--- config.mk ---
export PLATFORM = sky130hd
export DESIGN_NAME = prince_sbox_inv_layer_ctrl
export DESIGN_NICKNAME = d
export VERILOG_FILES = /design/src/rtl/prince_mask_pkg.sv /design/src/rtl/prince_share_nibble_sel.sv /design/src/rtl/prince_sbox_inv_layer_ctrl.sv
export SDC_FILE = /design/constraint.sdc
export NUM_CORES = 1
export LEC_CHECK = 0
export CAP_MARGIN = 20
export CORE_AREA = 3 3 202 204
export DETAILED_ROUTE_END_ITERATION = 6
export DIE_AREA = 0 0 205 207
export PLACE_DENSITY = 0.81
export RECOVER_POWER = 50
export SYNTH_ARGS = -nofsm -noshare
export SYNTH_HDL_FRONTEND = slang
export SYNTH_SLANG_ARGS = --single-unit
--- constraint.sdc ---
create_clock -name clk -period 4.71 [get_ports clk]
set_input_delay 0.471 -clock clk [delete_from_list [all_inputs] [get_ports clk]]
set_output_delay 0.471 -clock clk [all_outputs]
set_load 0.01 [all_outputs]
--- src/rtl/prince_mask_pkg.sv ---
// Shared constants, layer FSM states and the unmasked PRINCE inverse S-box
// reference for the 3-share masked PRINCE datapath.
package prince_mask_pkg;
  localparam int unsigned NIBBLES    = 16;
  localparam int unsigned NIB_W      = 4;
  localparam int unsigned KLMN_IN1_W = 4;
  localparam int unsigned KLMN_IO_W  = 6;

  typedef enum logic [1:0] {IDLE, ISSUE, DRAIN, DONE} layer_state_e;

  function automatic logic [3:0] sbox_inv(input logic [3:0] x);
    logic [3:0] y;
    case (x)
      4'h0: y = 4'hB;  4'h1: y = 4'h7;  4'h2: y = 4'h3;  4'h3: y = 4'h2;
      4'h4: y = 4'hF;  4'h5: y = 4'hD;  4'h6: y = 4'h8;  4'h7: y = 4'h9;
      4'h8: y = 4'hA;  4'h9: y = 4'h6;  4'hA: y = 4'h4;  4'hB: y = 4'h0;
      4'hC: y = 4'h5;  4'hD: y = 4'hE;  4'hE: y = 4'hC;  default: y = 4'h1;
    endcase
    return y;
  endfunction
endpackage

--- src/rtl/prince_share_nibble_sel.sv ---
// Selects nibble idx from each of three 64-bit shares; each share is muxed
// independently so no two shares ever meet in the same logic cone.
module prince_share_nibble_sel
  import prince_mask_pkg::*;
(
  input  logic [63:0]      st1,
  input  logic [63:0]      st2,
  input  logic [63:0]      st3,
  input  logic [3:0]       idx,
  output logic [NIB_W-1:0] nib1,
  output logic [NIB_W-1:0] nib2,
  output logic [NIB_W-1:0] nib3
);
  assign nib1 = st1[idx*NIB_W +: NIB_W];
  assign nib2 = st2[idx*NIB_W +: NIB_W];
  assign nib3 = st3[idx*NIB_W +: NIB_W];
endmodule

--- src/rtl/prince_sbox_inv_layer_ctrl.sv ---
// Nibble-serial controller for one masked inverse S-box layer: issues 16
// nibbles into the external S-box pipeline and reassembles its output shares.
module prince_sbox_inv_layer_ctrl
  import prince_mask_pkg::*;
#(
  parameter int unsigned SBOX_LAT = 4,
  parameter int unsigned RND_W    = 42
) (
  input  logic                  clk,
  input  logic                  rst_i,
  input  logic                  start_i,
  input  logic [63:0]           st1_i,
  input  logic [63:0]           st2_i,
  input  logic [63:0]           st3_i,
  input  logic [RND_W+3:0]      rnd_i,
  input  logic                  rnd_valid_i,
  output logic                  rnd_ready_o,
  output logic                  busy_o,
  output logic                  done_o,
  output logic [63:0]           res1_o,
  output logic [63:0]           res2_o,
  output logic [63:0]           res3_o,
  output logic [NIB_W-1:0]      sb_in1_o,
  output logic [NIB_W-1:0]      sb_in2_o,
  output logic [NIB_W-1:0]      sb_in3_o,
  output logic [RND_W-1:0]      sb_r_o,
  output logic [KLMN_IN1_W-1:0] sb_klmn1_o,
  output logic [KLMN_IO_W-1:0]  sb_klmn2_o,
  input  logic [NIB_W-1:0]      sb_out1_i,
  input  logic [NIB_W-1:0]      sb_out2_i,
  input  logic [NIB_W-1:0]      sb_out3_i,
  input  logic [KLMN_IO_W-1:0]  sb_klmn_out_i
);
  layer_state_e           state;
  logic [3:0]             iss_idx;
  logic [3:0]             col_idx;
  logic [SBOX_LAT-1:0]    vpipe;
  logic [63:0]            sh1_q, sh2_q, sh3_q;
  logic [KLMN_IO_W-1:0]   klmn_q;
  logic [NIB_W-1:0]       nib1, nib2, nib3;
  logic                   issue;
  logic                   collect;

  assign issue      = rnd_valid_i & rnd_ready_o;
  assign collect    = vpipe[SBOX_LAT-1];
  assign sb_klmn2_o = klmn_q;

  prince_share_nibble_sel u_sel (
    .st1  (sh1_q),
    .st2  (sh2_q),
    .st3  (sh3_q),
    .idx  (iss_idx),
    .nib1 (nib1),
    .nib2 (nib2),
    .nib3 (nib3)
  );

  // Bubble cycles present all-zero S-box inputs so no stale share leaks out.
  always_comb begin
    sb_in1_o   = '0;
    sb_in2_o   = '0;
    sb_in3_o   = '0;
    sb_r_o     = '0;
    sb_klmn1_o = '0;
    if (issue) begin
      sb_in1_o   = nib1;
      sb_in2_o   = nib2;
      sb_in3_o   = nib3;
      sb_r_o     = rnd_i[RND_W-1:0];
      sb_klmn1_o = rnd_i[RND_W+3:RND_W];
    end
  end

  always_ff @(posedge clk or negedge rst_i) begin
    if (!rst_i) begin
      state       <= IDLE;
      iss_idx     <= '0;
      col_idx     <= '0;
      vpipe       <= '0;
      sh1_q       <= '0;
      sh2_q       <= '0;
      sh3_q       <= '0;
      klmn_q      <= '0;
      res1_o      <= '0;
      res2_o      <= '0;
      res3_o      <= '0;
      rnd_ready_o <= 1'b0;
      busy_o      <= 1'b0;
      done_o      <= 1'b0;
    end else begin
      done_o <= 1'b0;
      // Shift toward the tail; the cast drops the bit that falls off the end.
      vpipe  <= SBOX_LAT'({vpipe, issue});

      if (issue) iss_idx <= iss_idx + 4'd1;

      if (collect) begin
        res1_o[col_idx*NIB_W +: NIB_W] <= sb_out1_i;
        res2_o[col_idx*NIB_W +: NIB_W] <= sb_out2_i;
        res3_o[col_idx*NIB_W +: NIB_W] <= sb_out3_i;
        klmn_q  <= sb_klmn_out_i;
        col_idx <= col_idx + 4'd1;
      end

      case (state)
        IDLE: begin
          if (start_i) begin
            sh1_q       <= st1_i;
            sh2_q       <= st2_i;
            sh3_q       <= st3_i;
            iss_idx     <= '0;
            col_idx     <= '0;
            klmn_q      <= '0;
            state       <= ISSUE;
            rnd_ready_o <= 1'b1;
            busy_o      <= 1'b1;
          end
        end
        ISSUE: begin
          if (issue && iss_idx == 4'(NIBBLES - 1)) begin
            state       <= DRAIN;
            rnd_ready_o <= 1'b0;
          end
        end
        DRAIN: begin
          if (collect && col_idx == 4'(NIBBLES - 1)) begin
            state  <= DONE;
            done_o <= 1'b1;
          end
        end
        default: begin
          state  <= IDLE;
          busy_o <= 1'b0;
        end
      endcase
    end
  end
endmodule
# == After elaboration in Yosys (flattened, before gate mapping) ==
# Index checks and enable logic that the tools add are counted.
# totals
reg_bits,407
in_bits,260
output_inout_bits,259
# classes
add_sub_neg,3
n_eq_ne,7
shift,7
n_mux,27
bitwise,2
reduce_logical,9
# ops
operator,count
64-bit bitwise mux,3
4-bit by 34-bit variable part select with 64-bit output,3
64-bit by 7-bit variable part select with 4-bit output,3
"4-bit by 34-bit variable shift with 64-bit output, first input constant",1
42-bit 2-to-1 mux,1
4-bit 2-to-1 mux,10
6-bit negation with 34-bit output,1
6-bit 2-to-1 mux,3
"4-bit by 1-bit adder with 4-bit output, second input constant",2
"4-bit equality test, second input constant",2
2-bit 2-to-1 mux,3
"2-bit != test, second input constant",3
2-bit case mux with 3 select lines,1
3-bit AND reduction,2
1-bit 2-to-1 mux,4
1-bit case mux with 2 select lines,2
2-bit AND reduction,2
"2-bit by 1-bit equality test with 1-bit output, second input constant",1
"2-bit equality test, second input constant",1
1-bit logical AND,2
2-bit zero test,1
2-bit nonzero test,1
2-bit OR reduction,1
1-bit AND,1
1-bit NOT,1

# == Longest topological paths before layout ==
# logic_depth
depth_word,4
depth_mapped,9

# == By module ==
# From an unflattened synthesis, not the netlist that was laid out.
# hier_totals
cells_unflattened,1208
area_unflattened_um2,17429.2
# by_module_without_submodules
mod,instances,cells_per_inst,area_per_inst_um2
prince_sbox_inv_layer_ctrl,1,1106,15945.3
prince_share_nibble_sel,1,102,1483.9

# == Worst setup path after synthesis ==
# No wires, ideal clock.
# synth_timing
kind,flip-flop to flip-flop
start,reg col_idx[0]
end,reg res2_o[57]
setup_time_ps,125
arrival_ps,2119
slack_ps,2466
path_stages_with_launch,9
path_buffers,2
path_cell_list,dfrtp_1 > clkbuf_2 > inv_1 > ha_1 > nor2b_1 > o311ai_4 > a211oi_2 > buf_4 > mux2_2
# synth_via
elab_chain_len,3
# synth_rtl
item,line,source
from (decl),prince_sbox_inv_layer_ctrl.sv:36,logic [3:0] col_idx;
from (signal assigned),prince_sbox_inv_layer_ctrl.sv:102,col_idx <= col_idx + 4'd1;
6-bit negation with 34-bit output *,prince_sbox_inv_layer_ctrl.sv:99,res2_o[col_idx*NIB_W +: NIB_W] <= sb_out2_i;
4-bit by 34-bit variable part select with 64-bit output / 4-bit by 34-bit variable shift with 64-bit output (equally long branches),prince_sbox_inv_layer_ctrl.sv:99,
64-bit bitwise mux *,prince_sbox_inv_layer_ctrl.sv:99,
"to (signal, indexed assignment)",prince_sbox_inv_layer_ctrl.sv:99,
to (decl),prince_sbox_inv_layer_ctrl.sv:21,"output logic [63:0] res2_o,"
# Mark *: on every way between the ends. The rest lies on a longest branch, timed or not.
# A chain may end at the register's enable or synchronous reset.

# == Final worst setup path ==
# layout_timing
start,reg iss_idx[1]
end,out sb_in3_o[2]
# layout_via
elab_chain_len,2
# layout_rtl
item,line,source
from (decl),prince_sbox_inv_layer_ctrl.sv:35,logic [3:0] iss_idx;
from (signal assigned),prince_sbox_inv_layer_ctrl.sv:95,if (issue) iss_idx <= iss_idx + 4'd1;
64-bit by 7-bit variable part select with 4-bit output,prince_share_nibble_sel.sv:16,assign nib3 = st3[idx*NIB_W +: NIB_W];
4-bit 2-to-1 mux,prince_sbox_inv_layer_ctrl.sv:65,if (issue) begin
to (decl),prince_sbox_inv_layer_ctrl.sv:25,"output logic [NIB_W-1:0] sb_in3_o,"
# Every way passes these cells.

==> impl_results.rst <==
.. list-table::
   :header-rows: 1

   * - Metric
     - Value
   * - Achievable clock frequency
     - 242 MHz
   * - Effective utilization at floorplan
     - 0.459
   * - Number of standard-cell rows in the floorplan
     - 73
   * - TritonRoute pass-1 iters
     - 5
   * - Type of element capturing the critical path
     - primary output
   * - Crit Path Max Fanout
     - 25
   * - Area growth, synth to finish
     - 38.8%
   * - Total wirelength of the detailed-routed design
     - 53500 um
   * - Placeable core region
     - just under 0.04 mm2
   * - CTS Buf Count
     - 44
   * - Critical Path Source Type
     - flop
   * - Yosys reg bits
     - roughly 410
   * - Top-level port count
     - slightly above 500
   * - Sinks on the clock net
     - 407
   * - Count of flip-flops with a built-in enable after synthesis
     - 0
   * - Cell count after synthesis
     - roughly 1300
   * - Post-CTS Repair Setup Buffers
     - 0
   * - Share of cells above drive strength 1
     - 0.274
   * - Class of the tightest hold or removal check
     - reg -> reg
   * - Launching point of the worst reg2reg path
     - col_idx[0]
   * - Level count of the clock H-tree
     - 2
   * - Sum of overflow across all layers after global routing
     - 0
   * - Routed vias
     - 12400
   * - Cell types occupying the most area after synthesis
     - sky130_fd_sc_hd__dfrtp_1 56%, sky130_fd_sc_hd__mux2_2 20%, sky130_fd_sc_hd__mux2i_1 3.8%
   * - Total Neg Setup Slack
     - 0 ns
   * - Die Footprint
     - approximately 0.042 mm2
   * - Residual antenna-violating net count after detailed routing
     - 0
   * - # DRC
     - 0
   * - Post-DP HPWL
     - 39200 um
   * - Post-synth top area share
     - 0.562
   * - Total power divided by cell area
     - between 200 and 300 mW/mm2
   * - Origin of the worst setup path
     - iss_idx[1]
   * - Library cells used by synthesis
     - just under 50
   * - Synth Flop Type
     - sky130_fd_sc_hd__dfrtp_1
   * - Vias in the first global route
     - 13200
   * - Fin nets
     - a little over 2000
   * - Min cycle time layout
     - 4.14 ns
   * - Number of antenna violations at the first check in global routing
     - 5
   * - Unrepaired setup endpoints after global routing
     - false
   * - Data arrival, critical path
     - around 3.7 ns
   * - Tcrit/Tclk final
     - 0.879
   * - Die extent in y
     - about 210 um
   * - Global-route wire length before repair
     - approximately 81000 um
   * - Clock edge transition at the registers on the reported setup and hold paths
     - about 0.06 ns
   * - Final setup violating endpoints
     - 0
   * - Path type of the worst setup path
     - reg -> out
   * - Via count normalized by instance count
     - between 5 and 6
   * - Total Routing Usage GR
     - 0.247
   * - Result of the run
     - finished with violations
   * - Worst-Skew Late Latency
     - 0.56 ns
   * - Reg-to-reg endpoint
     - res2_o[27]
   * - Clock Skews
     - about 0.015 ns
   * - Capture point of the critical path
     - sb_in3_o[2]
   * - Buffer levels on the longest clock path
     - 3
   * - Worst slew margin
     - -1.08
   * - Root buffer selected by CTS
     - sky130_fd_sc_hd__clkbuf_16
   * - Leakage dissipation
     - between 0.01 and 0.015 uW
   * - Largest voltage drop on the vdd net
     - between 0.2 and 0.3 mV
   * - Worst Path Required
     - 4.24 ns
   * - WL/cell
     - about 23 um
   * - Max Cap Viol
     - 1
   * - Fraction of registers with async set or reset after synthesis
     - 1.00
   * - Largest net degree at the start of global routing
     - ~120
   * - CTS Hold Buffers Added
     - 0
   * - Post-layout util
     - 0.637
   * - Commonest cells after routing, fill and taps aside
     - 406 x sky130_fd_sc_hd__dfrtp_1, 364 x sky130_fd_sc_hd__clkdlybuf4s50_1, 322 x sky130_fd_sc_hd__mux2_2
   * - Biggest area consumer among synthesized cells
     - sky130_fd_sc_hd__dfrtp_1
   * - IO buf count
     - 518
   * - Mapped Area
     - between 0.015 and 0.02 mm2
   * - Post-synthesis net count
     - 1531
   * - Hold violation total from the final report
     - 0
   * - Number of cells upsized or downsized after cts
     - 0
   * - Die X
     - 205 um
   * - Violations in the final reports
     - capacitance limit, slew limit
   * - Sequential fraction of the synthesis area
     - 0.562
   * - TritonCTS clock tree
     - built
   * - Reg2Reg Depth
     - 7
   * - Avg Cell Area, Syn
     - approximately 14 um2
   * - Number of warning messages in the yosys log
     - 0
   * - GP Congestion
     - 0.852
   * - Most frequent standard cell in the layout excluding fill and tap cells
     - sky130_fd_sc_hd__dfrtp_1
   * - Max-slew violation total from the final report
     - around 120
   * - First-iteration detailed-routing DRC count
     - just over 700
   * - Reg-to-reg setup timing slack
     - approximately 1.9 ns
   * - Measured slew at the worst slew-check pin
     - between 3 and 4 ns
## worst min path at each step
stage,start,to,slack (ns),cells after the start
after floorplan,rst_i,busy_o,0.18,0
after global placement,vpipe[1],vpipe[2],0.34,0
after detailed placement,vpipe[0],vpipe[1],0.34,0
after CTS,rst_i,res2_o[48],0.02,1
after global routing,vpipe[2],vpipe[3],0.37,0
final,vpipe[0],vpipe[1],0.35,0
## through the flow
step	hold WS (ns)	std cells	cell area, um2	total power [uW]	setup WS [ns]
global route	0.367	2318	25100	7540	0.328
finish	0.349	2321	25100	7300	0.571
global placement	0.337	2239	23700	3900	1.18
detailed placement	0.336	2240	23700	3900	1.21
CTS	0.0221	2316	25100	7370	0.620
floorplan	0.175	1263	18100	3580	2.47
## kinds of logic (layout without fill, tap and decap cells)
kind of cell / count (synthesis) / after routing / synth area share
adder cells (fa/ha/maj): 8 / 8 / 0.00553
XOR/XNOR: 7 / 7 / 0.00380
other: 0 / 3 / 0
AO/OA/AOI/OAI: 59 / 59 / 0.0225
buffers and inverters: 94 / 624 / 0.0267
flip-flops: 407 / 407 / 0.562
multiplexers: 465 / 465 / 0.307
AND/OR/NAND/NOR: 223 / 223 / 0.0719
## state kept, by name, indices dropped and copies added (netlist names)
register and cells:
sh2_q 64, vpipe 4, res1_o 64, done_o 1
sh3_q 64, col_idx 4, iss_idx 4, res3_o 64
sh1_q 64, sb_klmn2_o 6, state 2, res2_o 64
rnd_ready_o 1, busy_o 1
## routing by layer
layer	vias up	wire, um	share of wire	track usage
met1	6343	20900	0.39	0.306
li1	5540	-	-	-
met4	4	1200	0.022	0.0669
met2	451	26600	0.50	0.421
met3	67	4720	0.088	0.0734
met5	-	27	0.00050	0
## cell type report
| class | count | area [um2] |
|---|---|---|
| diodes | 3 | 7.51 |
| clock buffers | 61 | 1240 |
| clock inverters | 15 | 199 |
| fillers | 2951 | 14300 |
| inverters | 9 | 33.8 |
| multi-input cells | 762 | 7440 |
| flip-flops and latches | 407 | 10200 |
| well taps | 525 | 657 |
| repair buffers | 539 | 5370 |
## power by group
part | internal, uW | switching, uW | total, uW
Sequential | 3500 | 0 | 3500
Clock | 2060 | 1410 | 3460
Combinational | 199 | 140 | 339
Total | 5750 | 1550 | 7300
## worst max-delay path: stages (launching register included)
cell and delay, ns:
sky130_fd_sc_hd__dfrtp_1 1.09, sky130_fd_sc_hd__nor2b_1 0.95, sky130_fd_sc_hd__a22oi_1 0.16, sky130_fd_sc_hd__nand3_1 0.16
sky130_fd_sc_hd__o21ai_0 0.18, sky130_fd_sc_hd__clkdlybuf4s50_1 0.55
## cells in the mapped netlist (all sizes together), types with 4 or more instances
library cell / number
dfrtp: 407
mux2: 373
and3: 83
mux2i: 68
buf: 47
nand2: 42
and2: 38
clkbuf: 38
a22oi: 24
mux4: 24
o21ai: 24
nor2: 20
nand3: 16
ha: 8
inv: 8
nor2b: 6
a21oi: 4
nor3: 4
xnor2: 4
Power figures use the tool's default switching activity.
